## src/rtl/game_pkg.sv

```systemverilog
// game_pkg: shared state encoding, paddle width and BCD helpers for the game sequencer.
package game_pkg;
    typedef enum logic [2:0] {
        ATTRACT = 3'd0,
        SERVE   = 3'd1,
        PLAY    = 3'd2,
        OVER    = 3'd3,
        WIN     = 3'd4
    } state_t;

    localparam int PADDLE_X_W = 10;

    typedef logic [3:0] bcd_t;

    // Four-digit BCD increment that sticks at 9999 instead of wrapping.
    function automatic logic [15:0] bcd_inc(input logic [15:0] s);
        logic [15:0] r;
        logic c;
        bcd_t d;
        r = s;
        c = 1'b1;
        if (s == 16'h9999) return s;
        for (int i = 0; i < 4; i++) begin
            d = s[4*i +: 4];
            r[4*i +: 4] = c ? ((d == 4'd9) ? 4'd0 : d + 4'd1) : d;
            c = c && (d == 4'd9);
        end
        return r;
    endfunction
endpackage

```

## src/rtl/button_debouncer.sv

```systemverilog
// button_debouncer: 2-FF synchronizer, stability counter and rising-edge press pulse.
module button_debouncer #(
    parameter int DEBOUNCE = 16
) (
    input  logic clk,
    input  logic reset,
    input  logic raw,
    output logic level,
    output logic press
);
    localparam int CW = $clog2(DEBOUNCE + 1);

    logic [1:0]    sync;
    logic [CW-1:0] cnt;
    logic          level_q;

    always_ff @(posedge clk) begin
        if (reset) begin
            sync    <= '0;
            cnt     <= '0;
            level   <= 1'b0;
            level_q <= 1'b0;
            press   <= 1'b0;
        end else begin
            sync    <= {sync[0], raw};
            level_q <= level;
            press   <= level & ~level_q;
            if (sync[1] == level) cnt <= '0;
            else if (cnt == CW'(DEBOUNCE - 1)) begin
                level <= sync[1];
                cnt   <= '0;
            end else cnt <= cnt + 1'b1;
        end
    end
endmodule

```

## src/rtl/game_sequencer.sv

```systemverilog
// game_sequencer: brick-breaker game flow, paddle motion, lives and BCD score.
module game_sequencer
    import game_pkg::*;
#(
    parameter int SCREEN_W     = 640,
    parameter int PADDLE_W     = 64,
    parameter int PADDLE_STEP  = 4,
    parameter int LIVES        = 3,
    parameter int SERVE_FRAMES = 60,
    parameter int DEBOUNCE     = 16
) (
    input  logic                  clk,
    input  logic                  reset,
    input  logic                  leftButton,
    input  logic                  rightButton,
    input  logic                  frameTick,
    input  logic                  ballLost,
    input  logic                  brickHit,
    input  logic                  bricksCleared,
    output logic [PADDLE_X_W-1:0] paddleX,
    output logic                  ballEnable,
    output logic                  ballReset,
    output logic                  brickReset,
    output logic [1:0]            lives,
    output logic [15:0]           score,
    output logic [2:0]            gameState
);
    localparam int                    FW     = $clog2(SERVE_FRAMES + 1);
    localparam logic [10:0]           X_MAX  = 11'(SCREEN_W - PADDLE_W);
    localparam logic [10:0]           STEP   = 11'(PADDLE_STEP);
    localparam logic [PADDLE_X_W-1:0] CENTRE = PADDLE_X_W'((SCREEN_W - PADDLE_W) / 2);

    state_t                  state, state_n;
    logic [FW-1:0]           frames, frames_n;
    logic [PADDLE_X_W-1:0]   paddle_n, px_move;
    logic [10:0]             px;
    logic [1:0]              lives_n;
    logic [15:0]             score_n;
    logic                    ball_reset_n, brick_reset_n;
    logic                    left_level, left_press, right_level, right_press;

    button_debouncer #(.DEBOUNCE(DEBOUNCE)) u_left (
        .clk(clk), .reset(reset), .raw(leftButton), .level(left_level), .press(left_press)
    );
    button_debouncer #(.DEBOUNCE(DEBOUNCE)) u_right (
        .clk(clk), .reset(reset), .raw(rightButton), .level(right_level), .press(right_press)
    );

    assign gameState = state;

    always_comb begin
        px            = {1'b0, paddleX};
        // 11-bit math so the clamps see underflow/overflow before truncation
        px_move       = (left_level & ~right_level) ? PADDLE_X_W'((px < STEP) ? 11'd0 : px - STEP) :
                        (right_level & ~left_level) ? PADDLE_X_W'((px + STEP > X_MAX) ? X_MAX : px + STEP) :
                        paddleX;
        state_n       = state;
        frames_n      = frames;
        paddle_n      = paddleX;
        lives_n       = lives;
        score_n       = score;
        ball_reset_n  = 1'b0;
        brick_reset_n = 1'b0;
        case (state)
            ATTRACT, OVER, WIN: begin
                if (left_press | right_press) begin
                    state_n       = SERVE;
                    frames_n      = '0;
                    paddle_n      = CENTRE;
                    lives_n       = 2'(LIVES);
                    score_n       = '0;
                    ball_reset_n  = 1'b1;
                    brick_reset_n = 1'b1;
                end
            end
            SERVE: begin
                if (frameTick) begin
                    paddle_n = px_move;
                    frames_n = frames + 1'b1;
                    if (frames_n == FW'(SERVE_FRAMES)) state_n = PLAY;
                end
            end
            PLAY: begin
                if (frameTick) paddle_n = px_move;
                if (brickHit) score_n = bcd_inc(score);
                if (bricksCleared) state_n = WIN;
                else if (ballLost) begin
                    lives_n      = lives - 2'd1;
                    state_n      = (lives == 2'd1) ? OVER : SERVE;
                    ball_reset_n = (lives != 2'd1);
                    frames_n     = '0;
                end
            end
            default: state_n = ATTRACT;
        endcase
    end

    always_ff @(posedge clk) begin
        if (reset) begin
            state      <= ATTRACT;
            frames     <= '0;
            paddleX    <= CENTRE;
            lives      <= 2'(LIVES);
            score      <= '0;
            ballEnable <= 1'b0;
            ballReset  <= 1'b0;
            brickReset <= 1'b0;
        end else begin
            state      <= state_n;
            frames     <= frames_n;
            paddleX    <= paddle_n;
            lives      <= lives_n;
            score      <= score_n;
            ballEnable <= (state_n == PLAY);
            ballReset  <= ball_reset_n;
            brickReset <= brick_reset_n;
        end
    end
endmodule

```

## config.mk

```make
export PLATFORM = sky130hd
export DESIGN_NAME = game_sequencer
export DESIGN_NICKNAME = d
export VERILOG_FILES = /design/src/rtl/game_pkg.sv /design/src/rtl/button_debouncer.sv /design/src/rtl/game_sequencer.sv
export SDC_FILE = /design/constraint.sdc
export NUM_CORES = 1
export LEC_CHECK = 0
export BUFFER_PORTS_ARGS = -buffer_cell sky130_fd_sc_hd__buf_4
export CAP_MARGIN = 25
export CORE_MARGIN = 3
export CORE_UTILIZATION = 52
export DETAILED_ROUTE_END_ITERATION = 8
export MAX_ROUTING_LAYER = met4
export PLACE_DENSITY = 0.76
export REMOVE_ABC_BUFFERS = 1
export SETUP_SLACK_MARGIN = 0.2
export SYNTH_ARGS = -nofsm -noshare
export SYNTH_HDL_FRONTEND = slang
export SYNTH_SLANG_ARGS = --single-unit
```

## constraint.sdc

```tcl
create_clock -name clk -period 1.75 [get_ports clk]
set_clock_uncertainty 0.2 [all_clocks]
set_input_delay 0.35 -clock clk [delete_from_list [all_inputs] [get_ports clk]]
set_output_delay 0.35 -clock clk [all_outputs]
set_load 0.03 [all_outputs]
```

==> flow_summary.ini, run 1 <==
[placed_design]
post-place-ws_ns = -0.2522
gp_congestion = 0.9622
numPortBuffers = 39
dpl.hpwl_um = 5708
place_inst = 538

[clock_network]
root_buffer = clkbuf_8
cts_buffers = 9
hold_buffers = 0
clockBufferDepth = 2
h-tree-depth = 3
cts_sinks = 58

[synth]
synth_cell_types = 59
synth_ff_type = dfxtp_1
async_reset_ff_frac = 0
yosysSeqAreaShare = 0.3696
ys_ff_latch = 58
synth_edf_count = 0
synth_top_area_cell = dfxtp_1
synth_top_area_frac = 0.3696
ys_top_cells_by_area = dfxtp_1, ha_1, nor2_1
yosysWarnings = 0
synth_area_sq_um = 3142
avgSynthCellArea_sq_um = 8.679
syn-instance-count = 362

[floorplanning]
initial_core_util = 0.5536
ios = 42
rows = 27
die_h_um = 83.73
die_w_um = 83.73

[grt]
overflow = 185
grt_max_degree = 23
grtUsageTotal = 0.7684

[timing]
worst_endpoint = score[11]$_SDFFE_PP0P_/D
worstEndpointType = register data pin

[status]
failing_step = global routing
firstError = [ERROR GRT-0232] Routing congestion too high. Check the congestion heatmap in the GUI.
outcome = aborted with a tool error
synth_stat cells, types with 6 or more instances:
| master | n |
|---|---|
| or3_1 | 6 |
| a21oi_1 | 15 |
| dfxtp_1 | 58 |
| ha_1 | 16 |
| nor2b_1 | 13 |
| nand2b_1 | 6 |
| o21ai_0 | 12 |
| inv_1 | 13 |
| nor2_1 | 38 |
| nor3_1 | 25 |
| nand2_1 | 24 |
| clkbuf_1 | 7 |
| nand3_1 | 12 |
| xnor2_1 | 14 |
cell families after synthesis:
| group | synth area share |
|---|---|
| compound gates | 0.1585 |
| buf+inv | 0.04978 |
| xor+xnor | 0.05297 |
| fa+ha+maj | 0.06372 |
| other cells | 0.001194 |
| flops | 0.3696 |
| mux | 0.01951 |
| simple gates | 0.2848 |
routing by layer:
| metal | overflow | track usage |
|---|---|---|
| met1 | 0 | 0.7529 |
| met2 | 123 | 0.9848 |
| met3 | 3 | 0.4324 |
| met4 | 59 | 0.8655 |
| met5 | - | - |
stage by stage:
step	TNS [ns]	area, sq um
after CTS	-3.080	5045
after global placement	-2.552	4036
after floorplan	-10.94	3038
after detailed placement	-4.267	4036
timing repair:
action / 4_1_cts
endpoints found under the setup margin: 58
setup buffers: 23
resized for setup: 151
pin swaps: 54
==> run 2, diff against run 1 <==
Settings changed: CORE_UTILIZATION 52 to 40, MAX_ROUTING_LAYER met4 to not set, PLACE_DENSITY 0.76 to not set, PLACE_DENSITY_LB_ADDON set to 0.15, SETUP_SLACK_MARGIN 0.2 to not set.
Clock period 1.75 ns to 2.3 ns, I/O delays scaled along.
==> flow_summary.ini, run 2 <==
[status]
outcome = completed

[grt]
antenna_found_initial = 0
grt_max_degree = 30
grt_pass1_wl_um = 10950
overflow = 0
grt_pass1_vias = 2409
grtUsageTotal = 0.1556

[setup_path]
cp_slowest_cell = dfxtp_1
r2r_cells = 7
start_kind = flip-flop
cp.arrival_ns = 2.17
path_buf_inv = 0
cpPeakStageDelay_ns = 0.42
cp-startpoint = score[0]
critical_path.cell_chain = ha_1 -> and3b_1 -> nand2_1 -> o21ai_1 -> and2_1 -> nor2_2 -> a2111oi_2
cp-end-kind = flip-flop
critPathRequiredTime_ns = 2.33
critPathKind = flip-flop to flip-flop
critPathMaxFanout = 7
crit_end = score[9]
rr_endpoint = score[9]
ff2ff_setup_slack_ns = 0.17
r2r-start = score[0]
cp_top_family = simple AND/OR/NAND/NOR gates
worst-path-stages = 7

[placed_design]
post_dp_cell_area_sq_um = 3530
gp_congestion = 0.8167
dpl.hpwl_um = 4765
numPortBuffers = 39

[floorplanning]
initial_core_util = 0.4219
ios = 42
core_sq_um = 7447
die_area_sq_um = 8954
die_w_um = 94.63
die_h_um = 94.63
rows = 31

[route]
post_drt_wl_per_cell_um = 12.80
drt_iter0_markers = 77
drt_pass1_iterations = 4
routed-via-count = 2643
vias_per_cell = 5.193
drcViolationCount = 0
detail-route-antenna-nets = 0
totalWireLength_um = 6514

[synth]
synth_top_area_frac = 0.3696
yosysSeqAreaShare = 0.3696
avgSynthCellArea_sq_um = 8.679
synth_edf_count = 0
synth_cell_types = 59
yosysMostFrequentCell = dfxtp_1
yosysWarnings = 0
ys_ff_latch = 58
synth_common_cells = dfxtp_1, nor2_1, nor3_1
synth_ff_type = dfxtp_1
async_reset_ff_frac = 0
synth_top_area_cell = dfxtp_1
syn-instance-count = 362
synth_area_sq_um = 3142
ys_top_cells_by_area = dfxtp_1, ha_1, nor2_1

[power_and_ir_drop]
powerDensity_nw_per_um2 = 504.8
p_leak_nw = 1.459
ir_worst_vdd_v = 0.0002749

[clock_network]
insertion_delay_ns = 0.34
clockBufferDepth = 2
hold_buffers = 0
cts_sinks = 58
clk_pin_slew_ns = 0.06
tritoncts = built
root_buffer = clkbuf_8
cts_resized = 0
h-tree-depth = 3
cts_setup_buffers = 0
cts_buffers = 9

[worst_hold_path]
hold_path.class = input port to flip-flop
hp-start = rightButton

[job]
drv_cap = 0

[layout]
largest_register_ffs = 16
n_antenna_cell = 0
final_cell_mix = dfxtp_1, buf_4, nor2_1
regMostFlops = score
fin_area_sq_um = 3694
final_common_cell = dfxtp_1
fin_util = 0.4960
reg_top3 = score: 16 flops, paddleX: 8 flops, frames: 6 flops
fin_nets = 429
drive_gt1_frac = 0.2049
area_growth_pct = 17.56

[timing]
rsz0062_at_grt = false
period_needed_ns = 2.134
max_freq_mhz = 468.7
tns_ns = 0
slew_viol_final = 0
finalHoldViolCount = 0
fin_crit_sh = 0.9277
setup_viol = 0
-- run 2: cell counts after synthesis --
Identical to the previous run, type by type.
-- run 2: metal layers --
layer | track usage | up-vias | wire length (um)
met5 | 0 | - | 0
met4 | 0.07813 | 0 | 128
met3 | 0.04382 | 14 | 342
met2 | 0.2390 | 66 | 2876
met1 | 0.1987 | 1205 | 3166
li1 | - | 1358 | -
-- run 2: power breakdown --
group,switching [W],internal [W]
sequential,0.00000190,0.00101
combinational,0.0000301,0.0000165
clock,0.000391,0.000416
-- run 2: layout make-up --
cell class | instances | area, sq um
flip-flops and latches | 58 | 1161
repair buffers | 49 | 367.9
clock inverters | 3 | 15.01
multi-input cells | 274 | 1828
well taps | 99 | 123.9
inverters | 13 | 48.80
fillers | 743 | 3754
clock buffers | 13 | 148.9
-- run 2: metrics by stage --
step	setup slack [ns]	total power, W	std cells	hold WS [ns]
3_3_place_gp	0.2099	0.001080	493	0.1711
4_1_cts	0.1592	0.001900	509	0.1197
3_5_place_dp	0.1671	0.001080	493	0.1768
2_1_floorplan	0.03119	0.001050	345	0.1674
5_1_grt	0.002704	0.001943	509	0.1422
6_report	0.1664	0.001864	509	0.1395
-- run 2: cell families after synthesis --
group           Yosys count  synth area share
other cells               1          0.001194
flops                    58            0.3696
buf+inv                  31           0.04978
fa+ha+maj                16           0.06372
compound gates           66            0.1585
xor+xnor                 19           0.05297
simple gates            165            0.2848
mux                       6           0.01951
-- run 2: worst min path at each step --
stage	endpoint	slack, ns	cells after the start
final	u_right.sync[0]	0.14	2
after CTS	u_right.sync[0]	0.12	2
after detailed placement	u_left.press	0.18	1
after global routing	u_right.sync[0]	0.14	2
after floorplan	u_left.press	0.17	1
after global placement	u_right.press	0.17	1
Note: power is estimated with default switching activity, not from simulation.
==> run 3, diff against run 2 <==
Settings changed: ABC_AREA set to 1.
==> flow_summary.ini, run 3 <==
[route]
vias_per_cell = 4.898
drt_pass1_iterations = 5
routed-via-count = 2934
post_drt_wl_per_cell_um = 11.51
detail-route-antenna-nets = 0
drt_iter0_markers = 84
totalWireLength_um = 6896
drcViolationCount = 0

[clock_network]
cts_setup_buffers = 0
cts_resized = 0
insertion_delay_ns = 0.33
clk_pin_slew_ns = 0.07
cts_sinks = 58
h-tree-depth = 3
cts_buffers = 9
tritoncts = built
hold_buffers = 0
root_buffer = clkbuf_8
clockBufferDepth = 2

[timing]
fin_crit_sh = 0.8404
slew_viol_final = 0
finalHoldViolCount = 0
setup_viol = 0
period_needed_ns = 1.933
rsz0062_at_grt = false
tns_ns = 0
fin_ws_ns = 0.3671
max_freq_mhz = 517.4

[synth]
synth_cell_types = 37
synth_area_sq_um = 3188
synth_top_area_cell = dfxtp_1
syn-instance-count = 453
synth_edf_count = 0
synth_ff_type = dfxtp_1
yosysMostFrequentCell = nand2_1
yosysWarnings = 0
synth_top_area_frac = 0.3642
avgSynthCellArea_sq_um = 7.038
ys_ff_latch = 58
async_reset_ff_frac = 0
synth_common_cells = nand2_1, nor2_1, dfxtp_1
ys_top_cells_by_area = dfxtp_1, nand2_1, nor2_1
yosysSeqAreaShare = 0.3642

[power_and_ir_drop]
ir_worst_vdd_v = 0.0003399
p_leak_nw = 1.705
powerDensity_nw_per_um2 = 555.2

[layout]
area_growth_pct = 18.92
regMostFlops = score
final_cell_mix = nand2_1, nor2_1, dfxtp_1
final_common_cell = nand2_1
largest_register_ffs = 16
fin_nets = 519
reg_top3 = score: 16 flops, paddleX: 8 flops, frames: 6 flops
n_antenna_cell = 0
drive_gt1_frac = 0.1620

[floorplanning]
rows = 31
ios = 42
die_h_um = 95.28
core_sq_um = 7486
die_area_sq_um = 9077
initial_core_util = 0.4259
die_w_um = 95.28

[setup_path]
critPathRequiredTime_ns = 2.32
ff2ff_setup_slack_ns = 0.37
cp.arrival_ns = 1.95
cpPeakStageDelay_ns = 0.51
cp-end-kind = flip-flop
start_kind = flip-flop
cp_slowest_cell = dfxtp_1
critical_path.cell_chain = inv_1 -> nand2_1 -> o21ai_2 -> nand2_4 -> nand2_1 -> nor3_4 -> inv_2 -> a21oi_1 -> nor2_1
critPathMaxFanout = 9
cpMostUsedCell = nand2_1
critPathKind = flip-flop to flip-flop

[worst_hold_path]
hold_path.class = input port to flip-flop

[grt]
grt_max_degree = 25
grt_pass1_vias = 2716
grtUsageTotal = 0.1672
overflow = 0
grt_pass1_wl_um = 11960
antenna_found_initial = 0

[placed_design]
numPortBuffers = 39
dpl.hpwl_um = 5228
gp_congestion = 0.8811
post-place-ws_ns = 0.3770

[job]
drv_cap = 0

[status]
outcome = completed
-- run 3: cells by family (layout without fill, tap and decap cells) --
kind of cell | Yosys count | count (layout) | share of synthesized area
AOI/OAI and AO/OA | 73 | 73 | 0.1272
DFF | 58 | 58 | 0.3642
and+or+nand+nor | 222 | 222 | 0.3312
other | 1 | 2 | 0.001176
adders and majority gates | 16 | 16 | 0.06279
buffers and inverters | 76 | 122 | 0.09419
xor gates and xnor gates | 7 | 7 | 0.01923
-- run 3: layout make-up --
class | count | area (sq um)
multi-input cells | 320 | 1730
repair buffers | 40 | 300.3
clock buffers | 10 | 137.6
flip-flops and latches | 58 | 1161
well taps | 99 | 123.9
clock inverters | 6 | 90.09
inverters | 66 | 247.7
fillers | 734 | 3695
-- run 3: worst paths after layout --
kind | from | cells after the start | end
max | gameState[1] | 9 | frames[3]
min | leftButton | 3 | u_left.sync[0]
max reg2reg | gameState[1] | 9 | frames[3]
min reg2reg | u_right.level_q | 1 | u_right.press
-- run 3: where the power goes --
group | switching, W | leakage [nW] | internal, W | total (W)
sequential | 0.00000206 | 0.468 | 0.00101 | 0.00101
clock | 0.000410 | 0.112 | 0.000641 | 0.00105
combinational | 0.0000295 | 1.12 | 0.0000142 | 0.0000436
-- run 3: worst max-delay path: cells and delay by family (launching register included) --
family / cells / cell delay, ns
buf+inv: 2 / 0.22
simple gates: 5 / 0.69
compound gates: 2 / 0.20
flops: 1 / 0.51
-- run 3: through the flow --
step	std cells	instance area, sq um	total power, W	util	hold slack, ns
after floorplan	444	3139	0.001052	-	0.1732
after global placement	583	3563	0.001077	0.4760	0.1788
after global routing	599	3791	0.002194	0.5064	0.1310
after CTS	599	3791	0.002140	0.5064	0.1084
final	599	3791	0.002105	0.5064	0.1255
after detailed placement	583	3563	0.001077	0.4760	0.1861
-- run 3: per-layer routing --
layer  global-route usage  up-vias  share of wire
met3              0.05762        4          0.044
met1               0.2177     1341           0.48
met5                    0        -              0
met4              0.03726        0         0.0074
li1                     -     1548              -
met2               0.2671       41           0.47
